## src/rtl/multicycle_controller.sv

```systemverilog
// FRiscV shared encodings plus the multicycle controller that sequences
// fetch/decode/execute/memory/writeback over one shared instruction/data memory.
package friscv_pkg;
  localparam logic [6:0] REG       = 7'b0110011;
  localparam logic [6:0] IMM_ARITH = 7'b0010011;
  localparam logic [6:0] IMM_LOAD  = 7'b0000011;
  localparam logic [6:0] STORE     = 7'b0100011;
  localparam logic [6:0] BRANCH    = 7'b1100011;
  localparam logic [6:0] JUMP      = 7'b1101111;

  localparam logic [3:0] ADD = 4'b0010;
  localparam logic [3:0] SUB = 4'b0110;

  localparam logic       ADR_PC     = 1'b0;
  localparam logic       ADR_ALUOUT = 1'b1;
  localparam logic [1:0] A_PC       = 2'b00;
  localparam logic [1:0] A_OLD_PC   = 2'b01;
  localparam logic [1:0] A_RS1      = 2'b10;
  localparam logic [1:0] B_RS2      = 2'b00;
  localparam logic [1:0] B_IMM      = 2'b01;
  localparam logic [1:0] B_FOUR     = 2'b10;
  localparam logic [1:0] RES_ALUOUT = 2'b00;
  localparam logic [1:0] RES_MEM    = 2'b01;
  localparam logic [1:0] RES_ALU    = 2'b10;

  typedef struct packed {
    logic       mem_req;
    logic       mem_write;
    logic       adr_src;
    logic       ir_write;
    logic       pc_write;
    logic       reg_write;
    logic [1:0] alu_src_a;
    logic [1:0] alu_src_b;
    logic [3:0] alu_ctrl;
    logic [1:0] result_src;
    logic       illegal_instr;
  } ctrl_t;
endpackage

module multicycle_controller
  import friscv_pkg::*;
(
  input logic                     clk_in,
  input logic                     rstn_in,
  multicycle_controller_if.master bus
);

  typedef enum logic [3:0] {
    S_IDLE,
    S_FETCH,
    S_DECODE,
    S_MEM_ADDR,
    S_MEM_READ,
    S_MEM_WB,
    S_MEM_WRITE,
    S_EXEC_R,
    S_EXEC_I,
    S_ALU_WB,
    S_BEQ,
    S_JAL,
    S_TRAP
  } state_e;

  state_e state_q, state_d;
  ctrl_t  ctrl;

  logic f3_zero;
  assign f3_zero = (bus.func3_in == 3'd0);

  always_comb begin
    // NOTE: a default on entry keeps every path assigned, so no latch is inferred.
    state_d = state_q;
    case (state_q)
      S_IDLE:      state_d = S_FETCH;
      S_FETCH:     if (bus.mem_ready_in) state_d = S_DECODE;
      S_DECODE: begin
        case (bus.op_code_in)
          IMM_LOAD, STORE: state_d = S_MEM_ADDR;
          REG:             state_d = S_EXEC_R;
          IMM_ARITH:       state_d = S_EXEC_I;
          BRANCH:          state_d = S_BEQ;
          JUMP:            state_d = S_JAL;
          default:         state_d = S_TRAP;
        endcase
      end
      S_MEM_ADDR: begin
        if (bus.func3_in != 3'd2)            state_d = S_TRAP;
        else if (bus.op_code_in == IMM_LOAD) state_d = S_MEM_READ;
        else                                 state_d = S_MEM_WRITE;
      end
      S_MEM_READ:  if (bus.mem_ready_in) state_d = S_MEM_WB;
      S_MEM_WB:    state_d = S_FETCH;
      S_MEM_WRITE: if (bus.mem_ready_in) state_d = S_FETCH;
      S_EXEC_R:    state_d = f3_zero ? S_ALU_WB : S_TRAP;
      S_EXEC_I:    state_d = f3_zero ? S_ALU_WB : S_TRAP;
      S_ALU_WB:    state_d = S_FETCH;
      S_BEQ:       state_d = f3_zero ? S_FETCH : S_TRAP;
      S_JAL:       state_d = S_ALU_WB;
      S_TRAP:      state_d = S_TRAP;
      default:     state_d = S_IDLE;
    endcase
  end

  // NOTE: sequential state uses non-blocking assignments so all flops update together.
  always_ff @(posedge clk_in or negedge rstn_in) begin
    if (!rstn_in) state_q <= S_IDLE;
    else          state_q <= state_d;
  end

  // Control outputs are decoded from the registered state so they drop with reset at once.
  always_comb begin
    ctrl = '0;
    case (state_q)
      S_FETCH: begin
        ctrl.mem_req    = 1'b1;
        ctrl.adr_src    = ADR_PC;
        ctrl.alu_src_a  = A_PC;
        ctrl.alu_src_b  = B_FOUR;
        ctrl.alu_ctrl   = ADD;
        ctrl.result_src = RES_ALU;
        ctrl.ir_write   = bus.mem_ready_in;
        ctrl.pc_write   = bus.mem_ready_in;
      end
      S_DECODE: begin
        ctrl.alu_src_a = A_OLD_PC;
        ctrl.alu_src_b = B_IMM;
        ctrl.alu_ctrl  = ADD;
      end
      S_MEM_ADDR, S_EXEC_I: begin
        ctrl.alu_src_a = A_RS1;
        ctrl.alu_src_b = B_IMM;
        ctrl.alu_ctrl  = ADD;
      end
      S_MEM_READ: begin
        ctrl.mem_req = 1'b1;
        ctrl.adr_src = ADR_ALUOUT;
      end
      S_MEM_WRITE: begin
        ctrl.mem_req   = 1'b1;
        ctrl.mem_write = 1'b1;
        ctrl.adr_src   = ADR_ALUOUT;
      end
      S_MEM_WB: begin
        ctrl.result_src = RES_MEM;
        ctrl.reg_write  = 1'b1;
      end
      S_EXEC_R: begin
        ctrl.alu_src_a = A_RS1;
        ctrl.alu_src_b = B_RS2;
        ctrl.alu_ctrl  = (bus.func7_in == 7'd0) ? ADD : SUB;
      end
      S_ALU_WB: begin
        ctrl.result_src = RES_ALUOUT;
        ctrl.reg_write  = 1'b1;
      end
      S_BEQ: begin
        ctrl.alu_src_a  = A_RS1;
        ctrl.alu_src_b  = B_RS2;
        ctrl.alu_ctrl   = SUB;
        ctrl.result_src = RES_ALUOUT;
        // A malformed branch heads to TRAP and must not redirect the PC on the way.
        ctrl.pc_write   = bus.zero_in & f3_zero;
      end
      S_JAL: begin
        ctrl.alu_src_a  = A_OLD_PC;
        ctrl.alu_src_b  = B_FOUR;
        ctrl.alu_ctrl   = ADD;
        ctrl.result_src = RES_ALUOUT;
        ctrl.pc_write   = 1'b1;
      end
      S_TRAP:  ctrl.illegal_instr = 1'b1;
      default: ctrl = '0;
    endcase
  end

  assign bus.mem_req_out       = ctrl.mem_req;
  assign bus.mem_write_out     = ctrl.mem_write;
  assign bus.adr_src_out       = ctrl.adr_src;
  assign bus.ir_write_out      = ctrl.ir_write;
  assign bus.pc_write_out      = ctrl.pc_write;
  assign bus.reg_write_out     = ctrl.reg_write;
  assign bus.alu_src_a_out     = ctrl.alu_src_a;
  assign bus.alu_src_b_out     = ctrl.alu_src_b;
  assign bus.alu_ctrl_out      = ctrl.alu_ctrl;
  assign bus.result_src_out    = ctrl.result_src;
  assign bus.illegal_instr_out = ctrl.illegal_instr;

endmodule

```

## src/rtl/multicycle_controller_if.sv

```systemverilog
// Control/status bundle between the FRiscV multicycle controller and its datapath.
// The controller holds the master view; the datapath (or a bench standing in for it) holds the slave view.
interface multicycle_controller_if;
  logic [6:0] op_code_in;
  logic [2:0] func3_in;
  logic [6:0] func7_in;
  logic       zero_in;
  logic       mem_ready_in;

  logic       mem_req_out;
  logic       mem_write_out;
  logic       adr_src_out;
  logic       ir_write_out;
  logic       pc_write_out;
  logic       reg_write_out;
  logic [1:0] alu_src_a_out;
  logic [1:0] alu_src_b_out;
  logic [3:0] alu_ctrl_out;
  logic [1:0] result_src_out;
  logic       illegal_instr_out;

  modport master (
    input  op_code_in, func3_in, func7_in, zero_in, mem_ready_in,
    output mem_req_out, mem_write_out, adr_src_out, ir_write_out, pc_write_out,
           reg_write_out, alu_src_a_out, alu_src_b_out, alu_ctrl_out,
           result_src_out, illegal_instr_out
  );

  modport slave (
    output op_code_in, func3_in, func7_in, zero_in, mem_ready_in,
    input  mem_req_out, mem_write_out, adr_src_out, ir_write_out, pc_write_out,
           reg_write_out, alu_src_a_out, alu_src_b_out, alu_ctrl_out,
           result_src_out, illegal_instr_out
  );
endinterface

```

## src/flat_wrapper.sv

```systemverilog
// flat-port wrapper written by rule: the top's interface ports become plain ports
module multicycle_controller_flat import friscv_pkg::*;
  (clk_in, rstn_in, bus_op_code_in, bus_func3_in, bus_func7_in, bus_zero_in, bus_mem_ready_in, bus_mem_req_out, bus_mem_write_out, bus_adr_src_out, bus_ir_write_out, bus_pc_write_out, bus_reg_write_out, bus_alu_src_a_out, bus_alu_src_b_out, bus_alu_ctrl_out, bus_result_src_out, bus_illegal_instr_out);
  multicycle_controller_if bus_i ();
  input logic clk_in;
  input logic rstn_in;
  input wire logic [$bits(bus_i.op_code_in)-1:0] bus_op_code_in;
  input wire logic [$bits(bus_i.func3_in)-1:0] bus_func3_in;
  input wire logic [$bits(bus_i.func7_in)-1:0] bus_func7_in;
  input wire logic [$bits(bus_i.zero_in)-1:0] bus_zero_in;
  input wire logic [$bits(bus_i.mem_ready_in)-1:0] bus_mem_ready_in;
  output wire logic [$bits(bus_i.mem_req_out)-1:0] bus_mem_req_out;
  output wire logic [$bits(bus_i.mem_write_out)-1:0] bus_mem_write_out;
  output wire logic [$bits(bus_i.adr_src_out)-1:0] bus_adr_src_out;
  output wire logic [$bits(bus_i.ir_write_out)-1:0] bus_ir_write_out;
  output wire logic [$bits(bus_i.pc_write_out)-1:0] bus_pc_write_out;
  output wire logic [$bits(bus_i.reg_write_out)-1:0] bus_reg_write_out;
  output wire logic [$bits(bus_i.alu_src_a_out)-1:0] bus_alu_src_a_out;
  output wire logic [$bits(bus_i.alu_src_b_out)-1:0] bus_alu_src_b_out;
  output wire logic [$bits(bus_i.alu_ctrl_out)-1:0] bus_alu_ctrl_out;
  output wire logic [$bits(bus_i.result_src_out)-1:0] bus_result_src_out;
  output wire logic [$bits(bus_i.illegal_instr_out)-1:0] bus_illegal_instr_out;
  assign bus_i.op_code_in = bus_op_code_in;
  assign bus_i.func3_in = bus_func3_in;
  assign bus_i.func7_in = bus_func7_in;
  assign bus_i.zero_in = bus_zero_in;
  assign bus_i.mem_ready_in = bus_mem_ready_in;
  assign bus_mem_req_out = bus_i.mem_req_out;
  assign bus_mem_write_out = bus_i.mem_write_out;
  assign bus_adr_src_out = bus_i.adr_src_out;
  assign bus_ir_write_out = bus_i.ir_write_out;
  assign bus_pc_write_out = bus_i.pc_write_out;
  assign bus_reg_write_out = bus_i.reg_write_out;
  assign bus_alu_src_a_out = bus_i.alu_src_a_out;
  assign bus_alu_src_b_out = bus_i.alu_src_b_out;
  assign bus_alu_ctrl_out = bus_i.alu_ctrl_out;
  assign bus_result_src_out = bus_i.result_src_out;
  assign bus_illegal_instr_out = bus_i.illegal_instr_out;
  multicycle_controller u_core (.clk_in(clk_in), .rstn_in(rstn_in), .bus(bus_i));
endmodule
```

## config.mk

```make
export PLATFORM = sky130hd
export DESIGN_NAME = multicycle_controller_flat
export DESIGN_NICKNAME = d
export VERILOG_FILES = /design/src/rtl/multicycle_controller.sv /design/src/rtl/multicycle_controller_if.sv /design/src/flat_wrapper.sv
export SDC_FILE = /design/constraint.sdc
export NUM_CORES = 1
export LEC_CHECK = 0
export CAP_MARGIN = 20
export CORE_ASPECT_RATIO = 1.25
export CORE_MARGIN = 5
export CORE_UTILIZATION = 35
export CTS_CLUSTER_DIAMETER = 60
export CTS_CLUSTER_SIZE = 28
export DETAILED_ROUTE_END_ITERATION = 8
export PLACE_DENSITY = 0.84
export SLEW_MARGIN = 15
export SYNTH_ARGS = -nofsm -noshare
export SYNTH_HDL_FRONTEND = slang
export SYNTH_SLANG_ARGS = --single-unit
```

## constraint.sdc

```tcl
create_clock -name clk_in -period 4 [get_ports clk_in]
set_clock_uncertainty 0.15 [all_clocks]
set_input_delay 0.4 -clock clk_in [delete_from_list [all_inputs] [get_ports clk_in]]
set_output_delay 0.4 -clock clk_in [all_outputs]
set_load 0.005 [all_outputs]
```

==> impl_metrics.xml <==
<?xml version="1.0" encoding="UTF-8"?>
<metrics>
  <group name="run_status">
    <metric name="status" unit="">finished clean</metric>
  </group>
  <group name="yosys">
    <metric name="synth_top_cell_area_share" unit="%">14.5</metric>
    <metric name="yosys_warnings" unit="">0</metric>
    <metric name="ys_ff_latch" unit="">4</metric>
    <metric name="seq_area_frac_synth" unit="%">14.5</metric>
    <metric name="synth_enable_flop_cells" unit="">0</metric>
    <metric name="ys_async_sr_fraction" unit="%">100</metric>
    <metric name="most_repeated_cell_in_the_gate_level_netlist_after_synthesis" unit="">sky130_fd_sc_hd__nor2_1</metric>
    <metric name="postSynthAreaPerCell" unit="um^2">7.03</metric>
    <metric name="synthDistinctLibCells" unit="">41</metric>
    <metric name="leading_register_cell_type_out_of_synthesis" unit="">sky130_fd_sc_hd__dfrtp_1</metric>
    <metric name="syn-cell-area" unit="um^2">689</metric>
    <metric name="synthTopCellsByCount" unit="">11 x sky130_fd_sc_hd__nor2_1, 8 x sky130_fd_sc_hd__nand2b_1, 7 x sky130_fd_sc_hd__o21ai_0</metric>
    <metric name="postSynthCellCount" unit="">98</metric>
    <metric name="ys_top_cells_by_area" unit="">sky130_fd_sc_hd__dfrtp_1 15%, sky130_fd_sc_hd__nand2b_1 7.3%, sky130_fd_sc_hd__nor2_1 6.0%</metric>
    <metric name="post-synth-top-area-cell" unit="">sky130_fd_sc_hd__dfrtp_1</metric>
  </group>
  <group name="sta">
    <metric name="whs" unit="ps">206</metric>
    <metric name="relative_max_transition_margin" unit="%">63.0</metric>
    <metric name="count_of_endpoints_failing_hold_in_the_final_timing_report" unit="">0</metric>
    <metric name="fin_tns_setup" unit="ps">0</metric>
    <metric name="worst_slew_pin_slew" unit="ps">555</metric>
    <metric name="report.final.slew_viol_count" unit="">0</metric>
    <metric name="max_clock_freq" unit="MHz">359</metric>
    <metric name="final.min_clock_period" unit="ps">2780</metric>
    <metric name="timing.final.setup_violations" unit="">0</metric>
    <metric name="post-route-period-util" unit="%">69.5</metric>
    <metric name="grt_setup_unrepaired" unit="">no</metric>
  </group>
  <group name="pwr">
    <metric name="intPower" unit="mW">0.324</metric>
    <metric name="switching_share" unit="%">43.2</metric>
    <metric name="fraction_of_power_consumed_by_the_clock_network" unit="%">9.0</metric>
    <metric name="vdd_drop_max" unit="uV">340</metric>
    <metric name="p_comb_share" unit="%">67.3</metric>
    <metric name="power.total" unit="mW">0.569</metric>
    <metric name="part_of_the_total_power_dissipated_in_sequential_elements" unit="%">23.6</metric>
    <metric name="power.static_leakage" unit="nW">0.370</metric>
    <metric name="p_per_area" unit="nW/um^2">544</metric>
    <metric name="netSwitchingPower" unit="mW">0.246</metric>
  </group>
  <group name="placed_design">
    <metric name="hpwlAfterDp" unit="mm">1.59</metric>
    <metric name="finalWeightedCongestion" unit="">0.819</metric>
    <metric name="io_buffers" unit="">35</metric>
  </group>
  <group name="die">
    <metric name="design.die.area" unit="um^2">2960</metric>
    <metric name="top_level_ports" unit="">38</metric>
    <metric name="floorplan.die.width" unit="um">49.7</metric>
    <metric name="floorplan.initialDensity" unit="%">35.6</metric>
    <metric name="std_cell_rows" unit="">18</metric>
    <metric name="fp.coreArea" unit="um^2">1940</metric>
    <metric name="dieHeight" unit="um">59.6</metric>
  </group>
  <group name="clock_tree">
    <metric name="cts.root.buffer_cell" unit="">sky130_fd_sc_hd__clkbuf_4</metric>
    <metric name="cts_buffer_depth" unit="">2</metric>
    <metric name="cts-htree-levels" unit="">1</metric>
    <metric name="worstSkewPairLatency" unit="ps">240</metric>
    <metric name="cts.sinks" unit="">4</metric>
    <metric name="cts-hold-fix-buffers" unit="">0</metric>
    <metric name="cts_buffers" unit="">3</metric>
    <metric name="cts_resized" unit="">0</metric>
    <metric name="tritoncts" unit="">yes</metric>
    <metric name="clk_transition_reported_paths" unit="ps">40</metric>
    <metric name="post-cts-setup-buffer-count" unit="">0</metric>
  </group>
  <group name="routing">
    <metric name="route.final.wire_length" unit="mm">1.90</metric>
    <metric name="ant_nets_after_route" unit="">0</metric>
    <metric name="wl_per_cell" unit="um">12.8</metric>
    <metric name="drt_drc_violations_left" unit="">0</metric>
    <metric name="drt_iter0_markers" unit="">13</metric>
    <metric name="detail_route.vias_per_cell" unit="">5.54</metric>
    <metric name="detailedRoute.firstPassIterationCount" unit="">4</metric>
    <metric name="route.vias.total" unit="">826</metric>
  </group>
  <group name="job">
    <metric name="max_cap_violations" unit="">0</metric>
  </group>
  <group name="critical_path">
    <metric name="worst_setup_path_end_kind" unit="">primary output</metric>
    <metric name="cp.required" unit="ps">3450</metric>
    <metric name="timing.critical_path.arrival" unit="ps">2230</metric>
    <metric name="worstPathMaxFanout" unit="">1</metric>
    <metric name="critical_path_s_slowest_cell" unit="">sky130_fd_sc_hd__or4_1</metric>
    <metric name="critical_path_buf_inv_count" unit="">2</metric>
    <metric name="timing_worst_setup_path_type" unit="">in -&gt; out</metric>
    <metric name="crit_chain" unit="">clkdlybuf4s50_1 &gt; or4_1 &gt; nor4_2 &gt; o32ai_1 &gt; and2_1 &gt; clkdlybuf4s50_1</metric>
    <metric name="critical_path.startpoint_type" unit="">input pin</metric>
    <metric name="timing.critical_path.mode_cell" unit="">sky130_fd_sc_hd__clkdlybuf4s50_1</metric>
    <metric name="crit_family" unit="">simple AND/OR/NAND/NOR gates</metric>
    <metric name="critical_path.max_stage_delay" unit="ps">530</metric>
  </group>
  <group name="global_routing">
    <metric name="grt-ovfl-total" unit="">0</metric>
    <metric name="initial_antenna_violation_count" unit="">0</metric>
    <metric name="grt_first_pass_wirelength" unit="mm">3.04</metric>
    <metric name="groute.usage.overall" unit="%">12.7</metric>
    <metric name="first_global_vias" unit="">748</metric>
    <metric name="maximum_number_of_pins_on_one_net_before_global_route_repair" unit="">21</metric>
  </group>
  <group name="finish">
    <metric name="antenna_cells" unit="">0</metric>
    <metric name="final_core_util" unit="%">54.0</metric>
    <metric name="fillerInstances" unit="">193</metric>
    <metric name="final-seq-area" unit="um^2">100</metric>
    <metric name="synthToLayoutAreaGrowth" unit="%">51.7</metric>
    <metric name="final_nets" unit="">152</metric>
    <metric name="largest_register_ffs" unit="">4</metric>
    <metric name="layout_top_registers" unit="">u_core.state_q: 4 flops</metric>
    <metric name="max_flop_register" unit="">u_core.state_q</metric>
    <metric name="drive_above_1_share" unit="%">9.30</metric>
    <metric name="area_of_combinational_cells_with_multiple_inputs" unit="um^2">533</metric>
  </group>
  <group name="min_path">
    <metric name="hold_class" unit="">in -&gt; async</metric>
  </group>
</metrics>
-- layout by cell type (no fill, tap or decap), types with 2 or more instances in the layout --
| master | count |
|---|---|
| sky130_fd_sc_hd__clkdlybuf4s50_1 | 35 |
| sky130_fd_sc_hd__nor2_1 | 11 |
| sky130_fd_sc_hd__nand2b_1 | 8 |
| sky130_fd_sc_hd__o21ai_0 | 7 |
| sky130_fd_sc_hd__a21oi_1 | 6 |
| sky130_fd_sc_hd__o22ai_1 | 5 |
| sky130_fd_sc_hd__nand2_1 | 4 |
| sky130_fd_sc_hd__dfrtp_1 | 4 |
| sky130_fd_sc_hd__nor3_1 | 3 |
| sky130_fd_sc_hd__nor2b_1 | 3 |
| sky130_fd_sc_hd__nand4_1 | 3 |
| sky130_fd_sc_hd__clkbuf_4 | 3 |
| sky130_fd_sc_hd__or2_1 | 2 |
| sky130_fd_sc_hd__and2_1 | 2 |
| sky130_fd_sc_hd__or3_4 | 2 |
| sky130_fd_sc_hd__inv_1 | 2 |
| sky130_fd_sc_hd__inv_2 | 2 |
| sky130_fd_sc_hd__nor3b_1 | 2 |
| sky130_fd_sc_hd__a22oi_1 | 2 |
| sky130_fd_sc_hd__conb_1 | 2 |
-- area by class of cell --
type | instances | area share, %
clock buffers | 3 | 2.15
inverters | 4 | 1.44
multi-input cells | 83 | 51.0
flip-flops and latches | 4 | 9.57
well taps | 20 | 2.39
repair buffers | 35 | 33.5
-- power groups by stage --
stage | Clock [mW] | Combinational, mW | Sequential [mW]
after floorplan | 0 | 0.266 | 0.0800
after global placement | 0 | 0.381 | 0.133
after global routing | 0.0561 | 0.421 | 0.143
after detailed placement | 0 | 0.389 | 0.134
final | 0.0513 | 0.383 | 0.135
after CTS | 0.0541 | 0.390 | 0.133
-- path summary, 6_finish.rpt --
kind                                                     from                            end  slack [ps]  cells past startpoint
worst max-delay path                          bus_func7_in[2]            bus_alu_ctrl_out[2]        1220                      6
max in group asynchronous                             rstn_in  u_core.state_q[0]$_DFFE_PN0P_        3330                      1
min in group clk_in                         bus_op_code_in[0]  u_core.state_q[0]$_DFFE_PN0P_         700                      3
worst min-delay path                                  rstn_in  u_core.state_q[3]$_DFFE_PN0P_         210                      1
worst min register to register  u_core.state_q[0]$_DFFE_PN0P_  u_core.state_q[2]$_DFFE_PN0P_         760                      3
worst max register to register  u_core.state_q[1]$_DFFE_PN0P_  u_core.state_q[1]$_DFFE_PN0P_        2310                      4
-- through the flow --
step / setup slack, ps / instances / area [um^2]
final: 1220 / 149 / 1050
after global placement: 1260 / 146 / 1020
after floorplan: 2130 / 99 / 693
after global routing: 1080 / 149 / 1050
after detailed placement: 1190 / 146 / 1020
after CTS: 1190 / 149 / 1050
-- layer usage --
layer | global-route usage (%) | part of all wire (%) | vias up
met2 | 24.9 | 52 | 30
met4 | 4.49 | 1.4 | 0
met5 | 0 | 0 | -
met3 | 3.27 | 8.5 | 3
met1 | 12.7 | 38 | 368
li1 | - | - | 425
-- cell families after synthesis --
group	synth area share [%]
compound gates	27.8
fa+ha+maj	1.45
buf+inv	8.71
flops	14.5
other cells	0.544
simple gates	47.0
Note: power is estimated with default switching activity, not from simulation.
